==> src/rtl/prescaler_ctrl.sv <==
// prescaler_ctrl
//   Run-time controller for the system clock prescaler. Produces clk_out from
//   clk with a programmable half-period (half_cur+1 cycles per phase, 50% duty).
//   It starts cleanly from IDLE and stops cleanly, either by truncating a low
//   phase or by finishing a high phase. New half-periods arrive over a
//   valid/ready handshake. While running, a new value is held pending and only
//   takes effect at the next falling edge of clk_out (the "boundary"), so
//   clk_out never produces a runt pulse.
//
// Build option:
//   PRESCALER_CTRL_TICK_EN - when defined, tick is a registered one-cycle pulse
//                            in the first cycle clk_out is high. When undefined,
//                            tick is tied low and its register is not built.
//
// Ports:
//   clk        in   system clock; everything runs on its rising edge
//   rst_n      in   asynchronous active-low reset
//   en         in   run request (1 = run, 0 = request a clean stop)
//   cfg_valid  in   new half-period offered
//   cfg_half   in   new half-period minus one
//   cfg_ready  out  controller can accept a configuration (= !pend)
//   clk_out    out  divided clock, period 2*(half_cur+1)
//   tick       out  one-cycle pulse in the first high cycle of clk_out
//   busy       out  controller is not IDLE
//   half_cur   out  half-period currently in effect
module prescaler_ctrl #(
  parameter int CNT_W        = 8,
  parameter int DEFAULT_HALF = 1
) (
  input  logic             clk,
  input  logic             rst_n,
  input  logic             en,
  input  logic             cfg_valid,
  input  logic [CNT_W-1:0] cfg_half,
  output logic             cfg_ready,
  output logic             clk_out,
  output logic             tick,
  output logic             busy,
  output logic [CNT_W-1:0] half_cur
);

  typedef enum logic [1:0] {
    IDLE = 2'd0,
    RUN  = 2'd1,
    STOP = 2'd2
  } state_t;

  state_t           state_reg, state_next;
  logic [CNT_W-1:0] cnt_reg;
  logic [CNT_W-1:0] half_cur_reg;
  logic [CNT_W-1:0] pend_half_reg;
  logic             pend_reg;
  logic             clk_out_reg;

  logic             xfer;
  logic             count_en;
  logic             at_top;
  logic             toggle;
  logic             boundary;

  // Event decode shared by the FSM and the datapath.
  // In RUN with en low and clk_out low, the low phase is truncated: the
  // counter stops and no toggle happens on that edge.
  always_comb begin
    xfer     = cfg_valid && !pend_reg;
    at_top   = (cnt_reg == half_cur_reg);
    count_en = (state_reg == STOP) ||
               ((state_reg == RUN) && (en || clk_out_reg));
    toggle   = count_en && at_top;
    boundary = toggle && clk_out_reg;
  end

  // FSM: state register
  always_ff @(posedge clk or negedge rst_n) begin
    if (!rst_n) begin
      state_reg <= IDLE;
    end else begin
      state_reg <= state_next;
    end
  end

  // FSM: next-state logic
  always_comb begin
    state_next = state_reg;
    case (state_reg)
      IDLE: begin
        if (en) state_next = RUN;
      end
      RUN: begin
        if (!en) begin
          if (!clk_out_reg) begin
            state_next = IDLE;
          end else if (boundary) begin
            // High phase finishes on this very edge: nothing left to wait for.
            state_next = IDLE;
          end else begin
            state_next = STOP;
          end
        end
      end
      STOP: begin
        if (boundary) state_next = en ? RUN : IDLE;
      end
      default: state_next = IDLE;
    endcase
  end

  // FSM: outputs
  always_comb begin
    busy      = (state_reg != IDLE);
    cfg_ready = !pend_reg;
    clk_out   = clk_out_reg;
    half_cur  = half_cur_reg;
  end

  // Counter and divided clock. Outside a counting edge both are already 0
  // (IDLE holds them there, and the truncation path requires clk_out low).
  always_ff @(posedge clk or negedge rst_n) begin
    if (!rst_n) begin
      cnt_reg     <= '0;
      clk_out_reg <= 1'b0;
    end else begin
      if (!count_en || at_top) begin
        cnt_reg <= '0;
      end else begin
        cnt_reg <= cnt_reg + 1'b1;
      end
      if (toggle) clk_out_reg <= ~clk_out_reg;
    end
  end

  // Configuration path. In IDLE a value is applied at once; a value left
  // pending from a truncated stop is applied on the first IDLE edge (cfg_ready
  // is low then, so it cannot collide with a new transfer). While counting,
  // a transfer only fills the pending slot, and the slot is drained at a
  // boundary. A transfer on a boundary edge therefore waits for the next one.
  always_ff @(posedge clk or negedge rst_n) begin
    if (!rst_n) begin
      half_cur_reg  <= CNT_W'(DEFAULT_HALF);
      pend_half_reg <= '0;
      pend_reg      <= 1'b0;
    end else if (state_reg == IDLE) begin
      if (pend_reg) begin
        half_cur_reg <= pend_half_reg;
        pend_reg     <= 1'b0;
      end else if (xfer) begin
        half_cur_reg <= cfg_half;
      end
    end else begin
      if (boundary && pend_reg) begin
        half_cur_reg <= pend_half_reg;
        pend_reg     <= 1'b0;
      end
      if (xfer) begin
        pend_half_reg <= cfg_half;
        pend_reg      <= 1'b1;
      end
    end
  end

`ifdef PRESCALER_CTRL_TICK_EN
  logic tick_reg;

  always_ff @(posedge clk or negedge rst_n) begin
    if (!rst_n) begin
      tick_reg <= 1'b0;
    end else begin
      tick_reg <= toggle && !clk_out_reg;
    end
  end

  assign tick = tick_reg;
`else
  assign tick = 1'b0;
`endif

endmodule

==> config.mk <==
export PLATFORM = sky130hd
export DESIGN_NAME = prescaler_ctrl
export DESIGN_NICKNAME = d
export VERILOG_FILES = /design/src/rtl/prescaler_ctrl.sv
export SDC_FILE = /design/constraint.sdc
export NUM_CORES = 1
export LEC_CHECK = 0
export ABC_AREA = 0
export BUFFER_PORTS_ARGS = -buffer_cell sky130_fd_sc_hd__buf_2
export CORE_MARGIN = 2
export CORE_UTILIZATION = 36
export CTS_CLUSTER_SIZE = 40
export DETAILED_ROUTE_END_ITERATION = 6
export PLACE_DENSITY = 0.54
export SLEW_MARGIN = 10
export SYNTH_ARGS = -nofsm -noshare
export SYNTH_HDL_FRONTEND = slang
export SYNTH_SLANG_ARGS = --single-unit
==> constraint.sdc <==
create_clock -name clk -period 3.5 [get_ports clk]
set_clock_uncertainty 0.1 [all_clocks]
set_input_delay 0.175 -clock clk [delete_from_list [all_inputs] [get_ports clk]]
set_output_delay 0.175 -clock clk [all_outputs]
set_load 0.01 [all_outputs]
==> results of run 1 <==
metrics by stage:
stage | std cells | total power [W]
2_1_floorplan | 161 | 0.000489
3_3_place_gp | 227 | 0.000536
3_5_place_dp | 227 | 0.000542
4_1_cts | 232 | 0.000747
5_1_grt | 232 | 0.000786
6_report | 232 | 0.000741
power by group through the flow:
stage	clock network, W	logic, W	registers [W]
detailed placement	0	0.000144	0.000398
global route	0.000226	0.000161	0.000399
floorplan	0	0.0000971	0.000392
finish	0.000206	0.000144	0.000391
CTS	0.000210	0.000145	0.000392
global placement	0	0.000138	0.000398
worst reg2reg max path, cell delays in order (launching register included):
cell and delay, ps:
dfrtp_1 510, nor3_2 570, mux2_2 420, a222oi_1 320, nand3_1 130
cell type report:
class,instances,area [sq um],area share
clock buffers,4,55.1,0.0299
inverters,3,11.3,0.00611
multi-input cells,122,888,0.482
flip-flops and latches,28,702,0.381
well taps,52,65.1,0.0353
repair buffers,23,120,0.0652
cell families after synthesis:
kind of cell | after synthesis
and+or+nand+nor | 63
DFF | 28
AOI/OAI and AO/OA | 25
xor gates and xnor gates | 16
muxes | 16
buffers and inverters | 11
adders and majority gates | 1
other | 1
routing by layer:
| metal | vias up | wire length, um | part of all wire |
|---|---|---|---|
| li1 | 638 | - | - |
| met1 | 642 | 1770 | 0.47 |
| met2 | 40 | 1820 | 0.48 |
| met3 | 6 | 160 | 0.042 |
| met4 | 0 | 41 | 0.011 |
| met5 | - | 0 | 0 |
timing repair:
action                                 4_1_cts  5_1_grt
setup buffers                                0        0
endpoints found under the hold margin       27        0
hold buffers                                 1        0
layout by cell type, fill, tap and decap left out, types with 3 or more instances in the layout:
cell type | Yosys | routed
a21oi_1 | 3 | 3
a222oi_1 | 8 | 8
and2_1 | 8 | 8
and3_1 | 3 | 3
and4b_1 | 8 | 8
buf_2 | 3 | 22
clkbuf_8 | 0 | 4
dfrtp_1 | 27 | 27
inv_1 | 3 | 3
mux2_2 | 16 | 16
nand2b_1 | 3 | 3
nand3_1 | 22 | 22
nor2_1 | 13 | 13
o21ai_0 | 10 | 10
xnor2_1 | 11 | 11
xor2_1 | 5 | 5
final timing paths:
check | start | to | slack, ps
worst min-delay path | cfg_half[4] | pend_half_reg[4] | 40
max in group asynchronous | rst_n | pend_reg | 2540
worst min register to register | pend_half_reg[0] | pend_half_reg[0] | 450
worst max-delay path | pend_reg | half_cur[1] | 1330
min in group asynchronous | rst_n | half_cur[5] | 350
worst max register to register | pend_reg | half_cur[1] | 1330
==> out/qor_table.md, run 1 <==
| Group | Result | Value |
| --- | --- | --- |
| run status | Status | finished, final reports clean |
| global routing | Met3 track demand over resource | 0.0253 |
| place | Number of port buffers | 22 |
| finish | Number of filler cells placed in the layout | 434 |
| min path | Worst Hold Class | in -> reg |
| critical path | Type of origin of the critical path | flop |
| synthesis | Share of cell area taken by muxes after synthesis | 0.109 |
| critical path | Family with the most delay on the worst path | simple AND/OR/NAND/NOR gates |
| routing | Mean number of vias per cell | 5.72 |
| synthesis | Mapped Nets | 174 |
| sta | Time the worst path needs with I/O delays and setup | 2170 ps |
| clocking | Clock Latency Late Sink | 280 ps |
| synthesis | Seq cells post-synth | 28 |
| synthesis | Most used standard cell by instance count after synthesis | dfrtp_1 |
| routing | Routed vias | 1326 |
| routing | Total wirelength of the detailed-routed design | 3790 um |
| finish | Post-route core utilization | 0.420 |
| sta | Max_slew headroom | 0.543 |
| place | Placed instance area | 1780 sq um |
| floorplan | Core box area | 4380 sq um |
| synthesis | Mean post-synth cell area | 10.2 sq um |
| finish | Share of cells above drive strength 1 | 0.250 |
| finish | Antenna diode instance count | 0 |
| critical path | Endpoint required time on the critical path | 3560 ps |
| sta | Final count of hold timing violations | 0 |
| global routing | Number of antenna violations at the first check in global routing | 0 |
| pwr | Flop pwr share | 0.529 |
| clocking | Sinks on the clock net | 28 |
| place | HPWL after DPL | 2830 um |
| synthesis | Share of async-settable or async-resettable flops after synthesis | 1.00 |
| critical path | Worst Path Arrival | 2220 ps |
| sta | Portion of the clock cycle consumed by the worst path in the final layout | 0.619 |
| finish | Final net count | 194 |
| global routing | Largest net degree at the start of global routing | 29 |
| floorplan | Number of placement rows | 24 |
| synthesis | Top area cells in the synthesized netlist | dfrtp_1 (41%), mux2_2 (11%), nand3_1 (6.7%) |
| pwr | PD cells | 402 nW/um^2 |
| place | Worst slack after detailed placement | 1360 ps |
| clocking | CTS tree | built |
| min path | Worst hold path depth | 2 |
| floorplan | Horizontal die dimension | 71.6 um |
| sta | Setup repair after global routing missed its margin | no |
| synthesis | Mapped cell area | 1650 sq um |
| clocking | Root Driver | clkbuf_8 |
| global routing | Number of global-route vias before repair | 1420 |
| global routing | Aggregate global routing overflow | 0 |
| synthesis | Largest family of logic cells by synthesized area | simple AND/OR/NAND/NOR gates |
| synthesis | Fraction of the mapped netlist area in compound gates | 0.107 |
| pwr | Combinational power share | 0.194 |
| floorplan | Die height | 71.6 um |
| critical path | Critical path start-end classification | reg -> reg |
| synthesis | Ys Warns | 0 |
| routing | Iteration count of the initial detailed-routing pass | 5 |
| global routing | Global Route met1 Usage | 0.236 |
| synthesis | Sequential cell area fraction in the yosys report | 0.426 |
| clocking | Number of buffers on the longest clock path | 2 |
| pwr | Internal power component | 0.000534 W |
| finish | Relative area change from synthesis to final layout | 11.9% |
| synthesis | Number of synthesized flops with an enable pin | 0 |
| routing | Iteration-0 DRC Markers | 116 |
| synthesis | Synth cell count leaders | dfrtp_1 (27), nand3_1 (22), mux2_2 (16), nor2_1 (13), xnor2_1 (11) |
| sta | Max-slew violation count | 0 |
| sta | Final setup margin | 1330 ps |
| critical path | Maximum fanout count along the critical path | 13 |
| sta | Total negative slack | 0 ps |
| floorplan | Initial cell density of the core | 0.376 |
| critical path | Count of buffering cells on the critical path with inverters included | 0 |
| clocking | Max H-tree Level | 1 |
| global routing | Layer with the highest usage after global routing | met2 |
| pwr | Fraction of power consumed by the clock network | 0.278 |
| place | Gpl congestion | 0.836 |
| synthesis | Gate count of the mapped netlist | 161 |
| routing | Post-detailed-route DRC marker count | 0 |
| critical path | Worst R2R Path Depth | 4 |
| clocking | Clock transition at the registers of the reported paths | 100 ps |
| routing | Avg WL per Cell | 16.3 um |
| sta | Final Hold Slack | 40.1 ps |
| critical path | Kind of capture point of the worst setup path | flop |
| sta | Finish-stage setup viols | 0 |
| flow run | Reported max-cap violation count | 0 |
| critical path | CP max stage delay | 570 ps |
| synthesis | Fraction of synthesized cell area in xor and xnor cells | 0.0851 |
| floorplan | Floorplan die area | 5130 sq um |
| floorplan | I/O pin total | 24 |
| clocking | Post-CTS Resized | 0 |
| synthesis | Cell variety after synth | 28 |
| global routing | Met2 Track Usage GR | 0.269 |
| synthesis | Yosys top cell area share | 0.410 |
| clocking | Total clock buffers created by CTS | 3 |
| sta | Highest clock frequency the design can meet | 462 MHz |
| routing | DRT antenna net count | 0 |
| pwr | Leakage power | 0.752 nW |
| critical path | Cells traversed along the worst timing path | nor3_2 > mux2_2 > a222oi_1 > nand3_1 |
| critical path | Library cell contributing the largest single delay on the critical path | nor3_2 |
| global routing | All-layer global routing usage | 0.169 |
| synthesis | Synth Area in Simple Gates | 0.228 |
| synthesis | Share of synthesized cell area in full adder, half adder and majority cells | 0.00760 |
| pwr | Net switching fraction of the power | 0.279 |
| critical path | Worst path depth | 4 |
| global routing | Global-route wire length before repair | 6910 um |
| pwr | Net Sw Power | 0.000206 W |
| pwr | VDD IR max | 0.163 mV |
| sta | Slew @ Worst Pin | 685 ps |
| finish | Post-route cell area | 1840 sq um |
| synthesis | Most area-hungry cell type in the Yosys netlist | dfrtp_1 |
| synthesis | Post-synth top flop | dfrtp_1 |
Power figures use the tool's default switching activity.
==> run 2, diff against run 1 <==
--- a/config.mk
+++ b/config.mk
@@ -11,7 +11,7 @@
 export CORE_UTILIZATION = 36
 export CTS_CLUSTER_SIZE = 40
 export DETAILED_ROUTE_END_ITERATION = 6
-export PLACE_DENSITY = 0.54
+export PLACE_DENSITY = 0.56
 export SLEW_MARGIN = 10
 export SYNTH_ARGS = -nofsm -noshare
 export SYNTH_HDL_FRONTEND = slang
==> constraint.sdc (replaced) <==
create_clock -name clk -period 1.75 [get_ports clk]
set_clock_uncertainty 0.1 [all_clocks]
set_input_delay 0.0875 -clock clk [delete_from_list [all_inputs] [get_ports clk]]
set_output_delay 0.0875 -clock clk [all_outputs]
set_load 0.01 [all_outputs]
==> run 2 against run 1 <==
  * The flow now finishes with violations (negative setup slack)
  * Register-to-register slack got worse by 1400 ps
  * Sequential share of layout area decreased by 5.1 points
  * Sequential cell count unchanged
  * Routed wire length increased by 8.2%
  * Non-clock buffer count increased by 27
  * Hold slack improved by 6.2 ps
  * Critical endpoint unchanged
  * Highest routed layer unchanged
==> out/qor_table.md, run 2 (synthesized netlist as in run 1, its figures left out) <==
| Group | Result | Value |
| --- | --- | --- |
| critical path | Family with the most delay on the worst path | flip-flops |
| finish | Post-route cell area | 2130 sq um |
| sta | Portion of the clock cycle consumed by the worst path in the final layout | 1.02 |
| floorplan | Die height | 71.6 um |
| min path | Worst Hold Class | in -> reg |
| pwr | Flop pwr share | 0.507 |
| sta | Final setup margin | -26.5 ps |
| finish | Antenna diode instance count | 0 |
| sta | Finish-stage setup viols | 7 |
| pwr | Fraction of power consumed by the clock network | 0.264 |
| finish | Final net count | 221 |
| sta | Final Hold Slack | 46.3 ps |
| critical path | Startpoint of the most critical setup path | state_reg[1] |
| sta | Final count of hold timing violations | 0 |
| sta | Total negative slack | -70.0 ps |
| clocking | Sinks on the clock net | 28 |
| sta | Setup repair after global routing missed its margin | yes |
| routing | Avg WL per Cell | 15.8 um |
| critical path | Worst Path Arrival | 1830 ps |
| clocking | Total clock buffers created by CTS | 3 |
| critical path | Worst path depth | 5 |
| min path | Startpoint of the worst hold path | cfg_valid |
| critical path | Type of origin of the critical path | flop |
| critical path | Count of buffering cells on the critical path with inverters included | 1 |
| clocking | Number of buffers on the longest clock path | 2 |
| critical path | Library cell contributing the largest single delay on the critical path | dfrtp_2 |
| place | Placed instance area | 1910 sq um |
| routing | Iteration-0 DRC Markers | 117 |
| floorplan | Core box area | 4380 sq um |
| place | HPWL after DPL | 3000 um |
| finish | Relative area change from synthesis to final layout | 29.6% |
| routing | Mean number of vias per cell | 5.59 |
| critical path | Worst R2R Path Depth | 5 |
| pwr | PD cells | 721 nW/um^2 |
| routing | Routed vias | 1448 |
| global routing | Largest net degree at the start of global routing | 29 |
| critical path | CP max stage delay | 440 ps |
| floorplan | Horizontal die dimension | 71.6 um |
| floorplan | Number of placement rows | 24 |
| place | Count of placed standard cells including taps | 242 |
| routing | Total wirelength of the detailed-routed design | 4100 um |
| sta | Highest clock frequency the design can meet | 563 MHz |
| global routing | Number of antenna violations at the first check in global routing | 0 |
| floorplan | Floorplan die area | 5130 sq um |
| critical path | Endpoint of the worst-slack reg-to-reg timing path | half_cur[1] |
| run status | Violated checks | negative setup slack |
| place | Number of port buffers | 22 |
| clocking | Clock Latency Late Sink | 280 ps |
| floorplan | Initial cell density of the core | 0.376 |
| pwr | Internal power component | 0.00112 W |
| routing | Post-detailed-route DRC marker count | 0 |
| global routing | Global-route wire length before repair | 6990 um |
| critical path | Endpoint required time on the critical path | 1800 ps |
| clocking | Max H-tree Level | 1 |
| clocking | Root Driver | clkbuf_8 |
| clocking | Clock transition at the registers of the reported paths | 100 ps |
| sta | Max-slew violation count | 0 |
| finish | Share of cells above drive strength 1 | 0.329 |
| pwr | Combinational power share | 0.228 |
| pwr | VDD IR max | 0.267 mV |
| floorplan | I/O pin total | 24 |
| global routing | Aggregate global routing overflow | 0 |
| sta | Time the worst path needs with I/O delays and setup | 1780 ps |
| critical path | Destination of the critical timing path | half_cur[1] |
| critical path | Critical path start-end classification | reg -> reg |
| global routing | Number of global-route vias before repair | 1475 |
| critical path | Beginning of the worst register-to-register path | state_reg[1] |
| finish | Number of non-filler instances in the completed layout | 259 |
| finish | Most frequent standard cell in the layout excluding fill and tap cells | dfrtp_1 |
| pwr | Net Sw Power | 0.000421 W |
| finish | Commonest cells after routing, fill and taps aside | dfrtp_1 (26), nand3_1 (22), buf_2 (22) |
| flow run | Reported max-cap violation count | 0 |
| critical path | Kind of capture point of the worst setup path | flop |
| sta | Max_slew headroom | 0.548 |
| sta | Slew @ Worst Pin | 677 ps |
| routing | Iteration count of the initial detailed-routing pass | 4 |
| pwr | Design Power | 0.00154 W |
| run status | Status | finished with violations |
| critical path | Cells traversed along the worst timing path | nor3_4 > buf_6 > mux2_4 > a222oi_1 > nand3_1 |
| routing | DRT antenna net count | 0 |
| pwr | Net switching fraction of the power | 0.274 |
| clocking | CTS tree | built |
| critical path | Slack of the worst reg-to-reg path | -30 ps |
| global routing | All-layer global routing usage | 0.173 |
| critical path | Maximum fanout count along the critical path | 6 |
| place | Gpl congestion | 0.831 |
| pwr | Leakage power | 0.913 nW |
run 2: cell count changes in the layout (fill, tap and decap cells not counted), moves of 3 or more:
cell	before	now
buf_4	0	14
mux2_4	0	6
mux2_2	16	10
dlygate4sd3_1	1	10
buf_6	0	3
run 2: worst reg2reg max path, delay by kind of cell, from the launching register on:
| kind | cells | cell delay [ps] |
|---|---|---|
| flops | 1 | 440 |
| simple gates | 2 | 350 |
| compound gates | 1 | 290 |
| buf+inv | 1 | 170 |
| mux | 1 | 300 |
run 2: power groups by stage:
| stage | Combinational, W | Sequential (W) | Clock [W] |
|---|---|---|---|
| global placement | 0.000299 | 0.000791 | 0 |
| detailed placement | 0.000310 | 0.000792 | 0 |
| finish | 0.000351 | 0.000780 | 0.000406 |
| floorplan | 0.000195 | 0.000784 | 0 |
| CTS | 0.000341 | 0.000780 | 0.000426 |
| global route | 0.000386 | 0.000792 | 0.000441 |
run 2: per-stage QoR:
step	worst slack (ps)	util
2_1_floorplan	16.0	-
3_3_place_gp	-25.3	0.435
3_5_place_dp	-75.1	0.435
4_1_cts	-32.5	0.475
5_1_grt	-181	0.487
6_report	-26.5	0.487
run 2: repair_timing:
| item | 4_1_cts | 5_1_grt |
|---|---|---|
| pin swaps | 13 | 6 |
| gates resized for setup | 5 | 11 |
| setup endpoints to repair | 8 | 18 |
| setup buffers | 0 | 3 |
| endpoints found under the hold margin | 36 | 0 |
| hold buffers | 10 | 0 |
run 2: layer usage:
metal | share of wire | GRT usage | vias to the layer above
li1 | - | - | 690
met1 | 0.42 | 0.230 | 714
met2 | 0.52 | 0.301 | 40
met3 | 0.055 | 0.0267 | 4
met4 | 0.0066 | 0.0314 | 0
met5 | 0 | 0 | -
run 2: how the worst min path moves through the flow:
stage	end	slack [ps]	cells after the start
after floorplan	clk_out	-310	0
after global placement	state_reg[1]	40	1
after detailed placement	state_reg[1]	60	1
after CTS	pend_reg	30	3
after global routing	pend_reg	100	3
final	pend_reg	50	3
run 2: layout make-up:
| class | count | area (sq um) |
|---|---|---|
| fillers | 424 | 2250 |
| multi-input cells | 122 | 930 |
| flip-flops and latches | 28 | 703 |
| repair buffers | 50 | 369 |
| well taps | 52 | 65.1 |
| clock buffers | 4 | 55.1 |
| inverters | 3 | 11.3 |
